[src/rtl/alu_reservation_station.sv]
// ALU reservation station: buffers issued ops until both operands are known, selects the
// lowest-index ready entry each cycle, executes it and broadcasts (rob_id, value) on the RS bus.
module alu_reservation_station #(
  parameter int RS_SIZE      = 8,
  parameter int ROB_ID_WIDTH = 4
) (
  input  logic                    clk,
  input  logic                    rst,
  input  logic                    rdy,
  input  logic                    clear,
  input  logic                    issue_valid,
  input  logic [3:0]              issue_op,
  input  logic [ROB_ID_WIDTH-1:0] issue_rob_id,
  input  logic [31:0]             issue_vj,
  input  logic [31:0]             issue_vk,
  input  logic [ROB_ID_WIDTH-1:0] issue_qj,
  input  logic [ROB_ID_WIDTH-1:0] issue_qk,
  input  logic                    issue_j_rdy,
  input  logic                    issue_k_rdy,
  input  logic                    lsb_ready,
  input  logic [ROB_ID_WIDTH-1:0] lsb_rob_id,
  input  logic [31:0]             lsb_value,
  output logic                    rs_full,
  output logic                    rs_ready,
  output logic [ROB_ID_WIDTH-1:0] rs_rob_id,
  output logic [31:0]             rs_value
);
  localparam int IDX_W = $clog2(RS_SIZE);

  logic [RS_SIZE-1:0]      busy_q, jr_q, kr_q;
  logic [3:0]              op_q  [RS_SIZE];
  logic [ROB_ID_WIDTH-1:0] rob_q [RS_SIZE];
  logic [ROB_ID_WIDTH-1:0] qj_q  [RS_SIZE];
  logic [ROB_ID_WIDTH-1:0] qk_q  [RS_SIZE];
  logic [31:0]             vj_q  [RS_SIZE];
  logic [31:0]             vk_q  [RS_SIZE];

  logic                    rs_ready_q;
  logic [ROB_ID_WIDTH-1:0] rs_rob_id_q;
  logic [31:0]             rs_value_q;

  logic             free_found, sel_found, ins_en;
  logic [IDX_W-1:0] free_idx, sel_idx;
  logic [RS_SIZE-1:0] j_hit, k_hit;
  logic [31:0]      j_wv [RS_SIZE];
  logic [31:0]      k_wv [RS_SIZE];
  logic             ins_jr_d, ins_kr_d;
  logic [31:0]      ins_vj_d, ins_vk_d, alu_res_d;

  function automatic logic [31:0] alu(input logic [3:0] op, input logic [31:0] a, input logic [31:0] b);
    logic signed [31:0] sa, sb;
    sa = a;
    sb = b;
    case (op)
      4'd0:    alu = a + b;
      4'd1:    alu = a - b;
      4'd2:    alu = a & b;
      4'd3:    alu = a | b;
      4'd4:    alu = a ^ b;
      4'd5:    alu = a << b[4:0];
      4'd6:    alu = a >> b[4:0];
      4'd7:    alu = sa >>> b[4:0];
      4'd8:    alu = {31'd0, sa < sb};
      4'd9:    alu = {31'd0, a < b};
      4'd10:   alu = {31'd0, a == b};
      4'd11:   alu = {31'd0, a != b};
      4'd12:   alu = {31'd0, sa < sb};
      4'd13:   alu = {31'd0, sa >= sb};
      4'd14:   alu = {31'd0, a < b};
      default: alu = {31'd0, a >= b};
    endcase
  endfunction

  // Free-slot search, ready-entry select and bus snooping (wakeup + insert forwarding)
  always_comb begin
    free_found = 1'b0;
    free_idx   = '0;
    sel_found  = 1'b0;
    sel_idx    = '0;
    for (int i = RS_SIZE - 1; i >= 0; i--) begin
      if (!busy_q[i]) begin
        free_found = 1'b1;
        free_idx   = IDX_W'(i);
      end
      if (busy_q[i] && jr_q[i] && kr_q[i]) begin
        sel_found = 1'b1;
        sel_idx   = IDX_W'(i);
      end
    end
    for (int i = 0; i < RS_SIZE; i++) begin
      j_hit[i] = 1'b0;
      k_hit[i] = 1'b0;
      j_wv[i]  = lsb_value;
      k_wv[i]  = lsb_value;
      if (rs_ready_q && rs_rob_id_q == qj_q[i]) begin
        j_hit[i] = busy_q[i] && !jr_q[i];
        j_wv[i]  = rs_value_q;
      end else if (lsb_ready && lsb_rob_id == qj_q[i]) begin
        j_hit[i] = busy_q[i] && !jr_q[i];
      end
      if (rs_ready_q && rs_rob_id_q == qk_q[i]) begin
        k_hit[i] = busy_q[i] && !kr_q[i];
        k_wv[i]  = rs_value_q;
      end else if (lsb_ready && lsb_rob_id == qk_q[i]) begin
        k_hit[i] = busy_q[i] && !kr_q[i];
      end
    end
    ins_jr_d = 1'b1;
    ins_vj_d = issue_vj;
    if (!issue_j_rdy) begin
      if (rs_ready_q && rs_rob_id_q == issue_qj)   ins_vj_d = rs_value_q;
      else if (lsb_ready && lsb_rob_id == issue_qj) ins_vj_d = lsb_value;
      else                                          ins_jr_d = 1'b0;
    end
    ins_kr_d = 1'b1;
    ins_vk_d = issue_vk;
    if (!issue_k_rdy) begin
      if (rs_ready_q && rs_rob_id_q == issue_qk)   ins_vk_d = rs_value_q;
      else if (lsb_ready && lsb_rob_id == issue_qk) ins_vk_d = lsb_value;
      else                                          ins_kr_d = 1'b0;
    end
    ins_en    = issue_valid && free_found;
    alu_res_d = alu(op_q[sel_idx], vj_q[sel_idx], vk_q[sel_idx]);
  end

  assign rs_full   = ~free_found;
  assign rs_ready  = rs_ready_q;
  assign rs_rob_id = rs_rob_id_q;
  assign rs_value  = rs_value_q;

  // Control state: occupancy, operand-ready flags and the result bus
  always_ff @(posedge clk) begin
    if (rst) begin
      busy_q      <= '0;
      jr_q        <= '0;
      kr_q        <= '0;
      rs_ready_q  <= 1'b0;
      rs_rob_id_q <= '0;
      rs_value_q  <= '0;
    end else if (rdy) begin
      if (clear) begin
        busy_q      <= '0;
        rs_ready_q  <= 1'b0;
        rs_rob_id_q <= '0;
        rs_value_q  <= '0;
      end else begin
        jr_q <= jr_q | j_hit;
        kr_q <= kr_q | k_hit;
        if (sel_found) begin
          busy_q[sel_idx] <= 1'b0;
          rs_ready_q      <= 1'b1;
          rs_rob_id_q     <= rob_q[sel_idx];
          rs_value_q      <= alu_res_d;
        end else begin
          rs_ready_q <= 1'b0;
        end
        if (ins_en) begin
          busy_q[free_idx] <= 1'b1;
          jr_q[free_idx]   <= ins_jr_d;
          kr_q[free_idx]   <= ins_kr_d;
        end
      end
    end
  end

  // Entry payload; only meaningful while the matching busy bit is set
  always_ff @(posedge clk) begin
    if (rdy) begin
      for (int i = 0; i < RS_SIZE; i++) begin
        if (j_hit[i]) vj_q[i] <= j_wv[i];
        if (k_hit[i]) vk_q[i] <= k_wv[i];
      end
      if (ins_en) begin
        op_q[free_idx]  <= issue_op;
        rob_q[free_idx] <= issue_rob_id;
        qj_q[free_idx]  <= issue_qj;
        qk_q[free_idx]  <= issue_qk;
        vj_q[free_idx]  <= ins_vj_d;
        vk_q[free_idx]  <= ins_vk_d;
      end
    end
  end
endmodule

[config.mk]
export PLATFORM = sky130hd
export DESIGN_NAME = alu_reservation_station
export DESIGN_NICKNAME = d
export VERILOG_FILES = /design/src/rtl/alu_reservation_station.sv
export SDC_FILE = /design/constraint.sdc
export NUM_CORES = 2
export LEC_CHECK = 0
export CAP_MARGIN = 20
export CORE_MARGIN = 3
export CORE_UTILIZATION = 65
export CTS_BUF_LIST = sky130_fd_sc_hd__clkbuf_2
export DETAILED_ROUTE_END_ITERATION = 12
export GPL_TIMING_DRIVEN = 0
export PLACE_DENSITY = 0.84
export RECOVER_POWER = 50
export SLEW_MARGIN = 25
export SYNTH_ARGS = -nofsm -noshare
export SYNTH_HDL_FRONTEND = slang
export SYNTH_SLANG_ARGS = --single-unit
[constraint.sdc]
create_clock -name clk -period 5.8 [get_ports clk]
set_input_delay 1.16 -clock clk [delete_from_list [all_inputs] [get_ports clk]]
set_output_delay 1.16 -clock clk [all_outputs]
set_load 0.05 [all_outputs]
==> impl_metrics.env, run 1 <==
export IMPL_cts_buffers=179
export IMPL_htree_levels=4
export IMPL_rows=100
export IMPL_synthCells=5358
export IMPL_synth_flop_cell="edfxtp_1"
export IMPL_synth_seq_cells=701
export IMPL_dieWidth_um=282
export IMPL_async_flop_share_pct=0
export IMPL_gp_congestion=1.20
export IMPL_io_pins=162
export IMPL_stop_stage="global routing (5_1_grt)"
export IMPL_syn_area_per_cell_sq_um=9.25
export IMPL_hpwl_um=192000
export IMPL_port_buffers=122
export IMPL_syn_area_sq_um=49600
export IMPL_overflow=113
export IMPL_cts_buffer_depth=3
export IMPL_place_area_sq_um=53000
export IMPL_die_h_um=282
export IMPL_grt_max_degree=30
export IMPL_track_usage_pct=76.1
export IMPL_yosys_warnings=0
export IMPL_error_message="[ERROR GRT-0232] Routing congestion too high. Check the congestion heatmap in the GUI."
export IMPL_cts_root_buffer="clkbuf_2"
export IMPL_synth_nets=5581
export IMPL_start_util_pct=66.1
export IMPL_synth_distinct_cells=96
export IMPL_synth_edff_count=640
export IMPL_synth_seq_area_share_pct=41.2
export IMPL_outcome="did not finish"
export IMPL_cts_sinks=701
export IMPL_cts_hold_buf=0
routing by layer:
layer	GRT overflow	global-route usage (%)
met1	3	79.4
met5	1	36.1
met2	45	87.6
met4	60	70.4
met3	4	65.3
logic make-up after synthesis:
kind of cell | synth area share, %
and+or+nand+nor | 11.9
muxes | 13.1
adders and majority gates | 2.53
buffers and inverters | 5.96
DFF | 41.2
AOI/OAI and AO/OA | 22.6
xor gates and xnor gates | 2.72
metrics by stage:
| step | hold WS, ns | util, % | setup WS (ns) | cells |
|---|---|---|---|---|
| global placement | 0.507 | 69.4 | -2.82 | 6449 |
| CTS | 0.271 | 75.1 | 0.00268 | 6846 |
| floorplan | 0.490 | - | 0.523 | 5358 |
| detailed placement | 0.513 | 70.8 | -2.44 | 6503 |
timing repair:
item	4_1_cts
gates resized for setup	298
gates cloned	0
hold endpoints to repair	0
endpoints found under the setup margin	31
buffers inserted	47
pin swaps	43
Yosys cell counts, drive strengths merged, types with 8 or more instances:
cell     count  area share, %
ha          97            2.4
nor3        72           0.84
a22oi       25           0.39
a221oi      47           0.88
a221o        8           0.16
o221ai      80            1.5
o22a       128            2.3
nand2b      17           0.21
o21bai      16           0.24
o21ai      178            1.8
a211o       35           0.62
a32o        29           0.59
o21a        12           0.18
inv        137            1.0
or3         18           0.23
nand4       23           0.29
edfxtp     640             39
nor2b       11           0.14
o31ai       11           0.17
nor4        57           0.82
o2111ai     10           0.18
a311oi      40           0.72
dfxtp       61            2.5
buf        192            2.1
a21o        26           0.39
xor2       109            1.9
nand2      292            2.2
a211oi     136            2.1
a31oi       24           0.36
xnor2       45           0.80
o31a        37           0.65
or2          8           0.10
mux2i      647             13
clkbuf     379            2.9
a21oi      720            7.3
o211ai      39           0.62
and3        15           0.20
nand3      106            1.1
nor2       726            5.5
o22ai       28           0.37
==> inputs of run 2 (changes only) <==
--- a/config.mk
+++ b/config.mk
@@ -7,11 +7,10 @@
 export LEC_CHECK = 0
 export CAP_MARGIN = 20
 export CORE_MARGIN = 3
-export CORE_UTILIZATION = 65
-export CTS_BUF_LIST = sky130_fd_sc_hd__clkbuf_2
+export CORE_UTILIZATION = 40
 export DETAILED_ROUTE_END_ITERATION = 12
 export GPL_TIMING_DRIVEN = 0
-export PLACE_DENSITY = 0.84
+export PLACE_DENSITY_LB_ADDON = 0.15
 export RECOVER_POWER = 50
 export SLEW_MARGIN = 25
 export SYNTH_ARGS = -nofsm -noshare
==> run 2 against run 1 <==
  * The flow now finishes, with violations (max-capacitance violations, max-slew violations)
  * Area after synthesis is the same
  * Synthesized cell count stayed put
==> impl_metrics.env, run 2 <==
export IMPL_io_pins=162
export IMPL_htree_levels=3
export IMPL_ant_nets=0
export IMPL_synth_common_cells="725 x nor2_1, 718 x a21oi_1, 647 x mux2i_1"
export IMPL_path_cells="and3_1, buf_2, o211ai_4, a31oi_4, buf_12, buf_4, buf_4, a211oi_1, a211oi_1, or3_1, buf_2, nor4_1, buf_2, buf_1, a21oi_1, o21ai_1, a22oi_1, o31ai_1"
export IMPL_cts_buffer_depth=3
export IMPL_async_flop_share_pct=0
export IMPL_track_usage_pct=41.6
export IMPL_finalClockSkew_ns=0.0414
export IMPL_synth_nets=5581
export IMPL_drv_slew=164
export IMPL_pwr_share_seq_pct=42.1
export IMPL_internal_power_mw=9.39
export IMPL_tightest_slew_ns=2.19
export IMPL_clock_latency_ns=0.74
export IMPL_failed_checks="max-capacitance violations, max-slew violations"
export IMPL_cp_arrival_ns=6.33
export IMPL_nFillCells=11802
export IMPL_layout_min_cycle_time_ns=5.80
export IMPL_synthToLayoutAreaGrowth_pct=19.9
export IMPL_cts_root_buffer="clkbuf_16"
export IMPL_syn_area_per_cell_sq_um=9.25
export IMPL_outcome="finished with violations"
export IMPL_max_cap_viol_count=11
export IMPL_max_clock_freq_mhz=172
export IMPL_synth_flop_cell="edfxtp_1"
export IMPL_synth_area_leaders="edfxtp_1 39%, mux2i_1 13%, a21oi_1 7.2%, nor2_1 5.5%, clkbuf_1 2.9%"
export IMPL_mostFrequentLayoutCells="714 x nor2_1, 705 x a21oi_1, 640 x edfxtp_1"
export IMPL_p_clk_share_pct=43.1
export IMPL_layout_commonest_cell="nor2_1"
export IMPL_slowest_stage="buf_1"
export IMPL_syn_area_sq_um=49600
export IMPL_crit_start="busy_q[6]"
export IMPL_end_kind="register"
export IMPL_die_area_sq_um=128000
export IMPL_setup_viol=0
export IMPL_port_buffers=122
export IMPL_start_util_pct=40.5
export IMPL_synthCells=5358
export IMPL_yosys_warnings=0
export IMPL_start_kind="register"
export IMPL_reg2reg_depth=18
export IMPL_rr_endpoint="rs_value[10]"
export IMPL_switchingPower_mw=3.84
export IMPL_max_stage_delay_ns=0.72
export IMPL_fin_crit_sh_pct=100
export IMPL_endpoint="rs_value[10]"
export IMPL_wl_per_cell_um=37.2
export IMPL_drc=0
export IMPL_synth_seq_area_share_pct=41.2
export IMPL_gp_congestion=1.10
export IMPL_final_util_pct=48.6
export IMPL_cp_data_required_time_ns=6.33
export IMPL_die_h_um=358
export IMPL_synth_top_area_cell="edfxtp_1"
export IMPL_cts_sinks=701
export IMPL_setup_tns_ns=0
export IMPL_wl_um=276000
export IMPL_ir_drop_mv=0.234
export IMPL_grt_max_degree=30
export IMPL_crit_path_max_fanout=10
export IMPL_drive_gt1_share_pct=12.8
export IMPL_p_comb_share_pct=14.7
export IMPL_drtIter0Drc=8656
export IMPL_rrSetupSlack_ns=0.002
export IMPL_cts_buffers=86
export IMPL_synth_seq_cells=701
export IMPL_detail_route_vias_per_cell=6.83
export IMPL_drtPass1Iterations=10
export IMPL_fin_nets=5936
export IMPL_synth_most_common_cell="nor2_1"
export IMPL_grt_pass1_wl_um=373000
export IMPL_grt_pass1_vias=46720
export IMPL_num_vias=50732
export IMPL_clkSlewWorstSetupHoldPaths_ns=0.06
export IMPL_finalHoldViolCount=0
export IMPL_synth_distinct_cells=96
export IMPL_power_density_nw_per_um2=223
export IMPL_crit_type="reg -> reg"
export IMPL_leakagePower_nw=19.8
export IMPL_top_regs="vj_q (256), vk_q (256)"
export IMPL_overflow=0
export IMPL_hold_class="reg -> reg"
export IMPL_hpwl_um=207000
export IMPL_power_total_mw=13.2
export IMPL_cts_hold_buf=0
export IMPL_core_sq_um=122000
export IMPL_crit_top_cell="buf_2"
export IMPL_worstReg2RegStart="busy_q[6]"
export IMPL_antenna_found_initial=31
export IMPL_maxSlewHeadroom_pct=-46.5
export IMPL_synth_edff_count=640
export IMPL_rows=128
export IMPL_cts_tree="built"
export IMPL_p_sw_share_pct=29.0
export IMPL_dieWidth_um=358
export IMPL_synth_top_area_share_pct=38.8
==> run 2: layout make-up <==
type / instances / area, sq um / share of cell area, %
multi-input cells: 3949 / 28000 / 47.0
flip-flops and latches: 701 / 20400 / 34.4
plain buffers: 546 / 2830 / 4.76
repair buffers: 292 / 2670 / 4.49
clock buffers: 105 / 2270 / 3.83
well taps: 1625 / 2030 / 3.42
clock inverters: 55 / 626 / 1.05
inverters: 137 / 537 / 0.903
diodes: 20 / 50.0 / 0.0842
==> run 2: per-layer routing <==
| layer | vias up | routed length, um | track usage [%] |
|---|---|---|---|
| li1 | 20741 | - | - |
| met1 | 24671 | 103000 | 53.1 |
| met2 | 4260 | 111000 | 58.7 |
| met3 | 1042 | 39700 | 15.6 |
| met4 | 18 | 22400 | 26.8 |
| met5 | - | 136 | 0 |
==> run 2: worst max-delay path, delay by kind of cell (launching register included) <==
kind / cells / cell delay, ns
AND/OR/NAND/NOR: 3 / 1.17
flip-flops: 1 / 0.36
buffers and inverters: 7 / 2.02
AO/OA/AOI/OAI: 8 / 1.99
==> run 2: repair_timing <==
action,in CTS,in global routing
pin swaps,47,59
endpoints found under the setup margin,32,29
gates resized for setup,325,209
buffers inserted,61,43
gates cloned,0,3
==> run 2: power groups by stage <==
stage / Clock, mW / Combinational, mW / Sequential [mW]
after global placement: 0 / 1.67 / 5.68
after CTS: 5.68 / 1.79 / 5.57
final: 5.71 / 1.95 / 5.57
after detailed placement: 0 / 1.70 / 5.68
after floorplan: 0 / 0.981 / 5.67
after global routing: 5.87 / 2.00 / 5.57
==> run 2: how the worst min path moves through the flow <==
| stage | startpoint | endpoint | slack, ns | cells past startpoint |
|---|---|---|---|---|
| floorplan | busy_q[6] | busy_q[6] | 0.49 | 2 |
| global placement | kr_q[1] | kr_q[1] | 0.50 | 2 |
| detailed placement | kr_q[1] | kr_q[1] | 0.52 | 2 |
| CTS | busy_q[6] | busy_q[6] | 0.53 | 2 |
| global route | kr_q[6] | kr_q[6] | 0.56 | 2 |
| finish | busy_q[6] | busy_q[6] | 0.54 | 2 |
==> run 2: through the flow <==
step	instance area [sq um]	worst slack (ns)	cells	hold slack, ns
2_1_floorplan	49600	0.523	5358	0.490
3_3_place_gp	52800	-3.62	7105	0.501
3_5_place_dp	54000	-2.52	7169	0.521
4_1_cts	58700	-0.0318	7374	0.534
5_1_grt	59400	-0.0665	7412	0.562
6_report	59400	0.00179	7430	0.540
==> run 2: kinds of logic after synthesis <==
family | share of synthesized area [%]
AOI/OAI and AO/OA | 22.6
xor gates and xnor gates | 2.72
adders and majority gates | 2.53
buffers and inverters | 5.96
DFF | 41.2
muxes | 13.1
and+or+nand+nor | 11.9
Note: power is estimated with default switching activity, not from simulation.
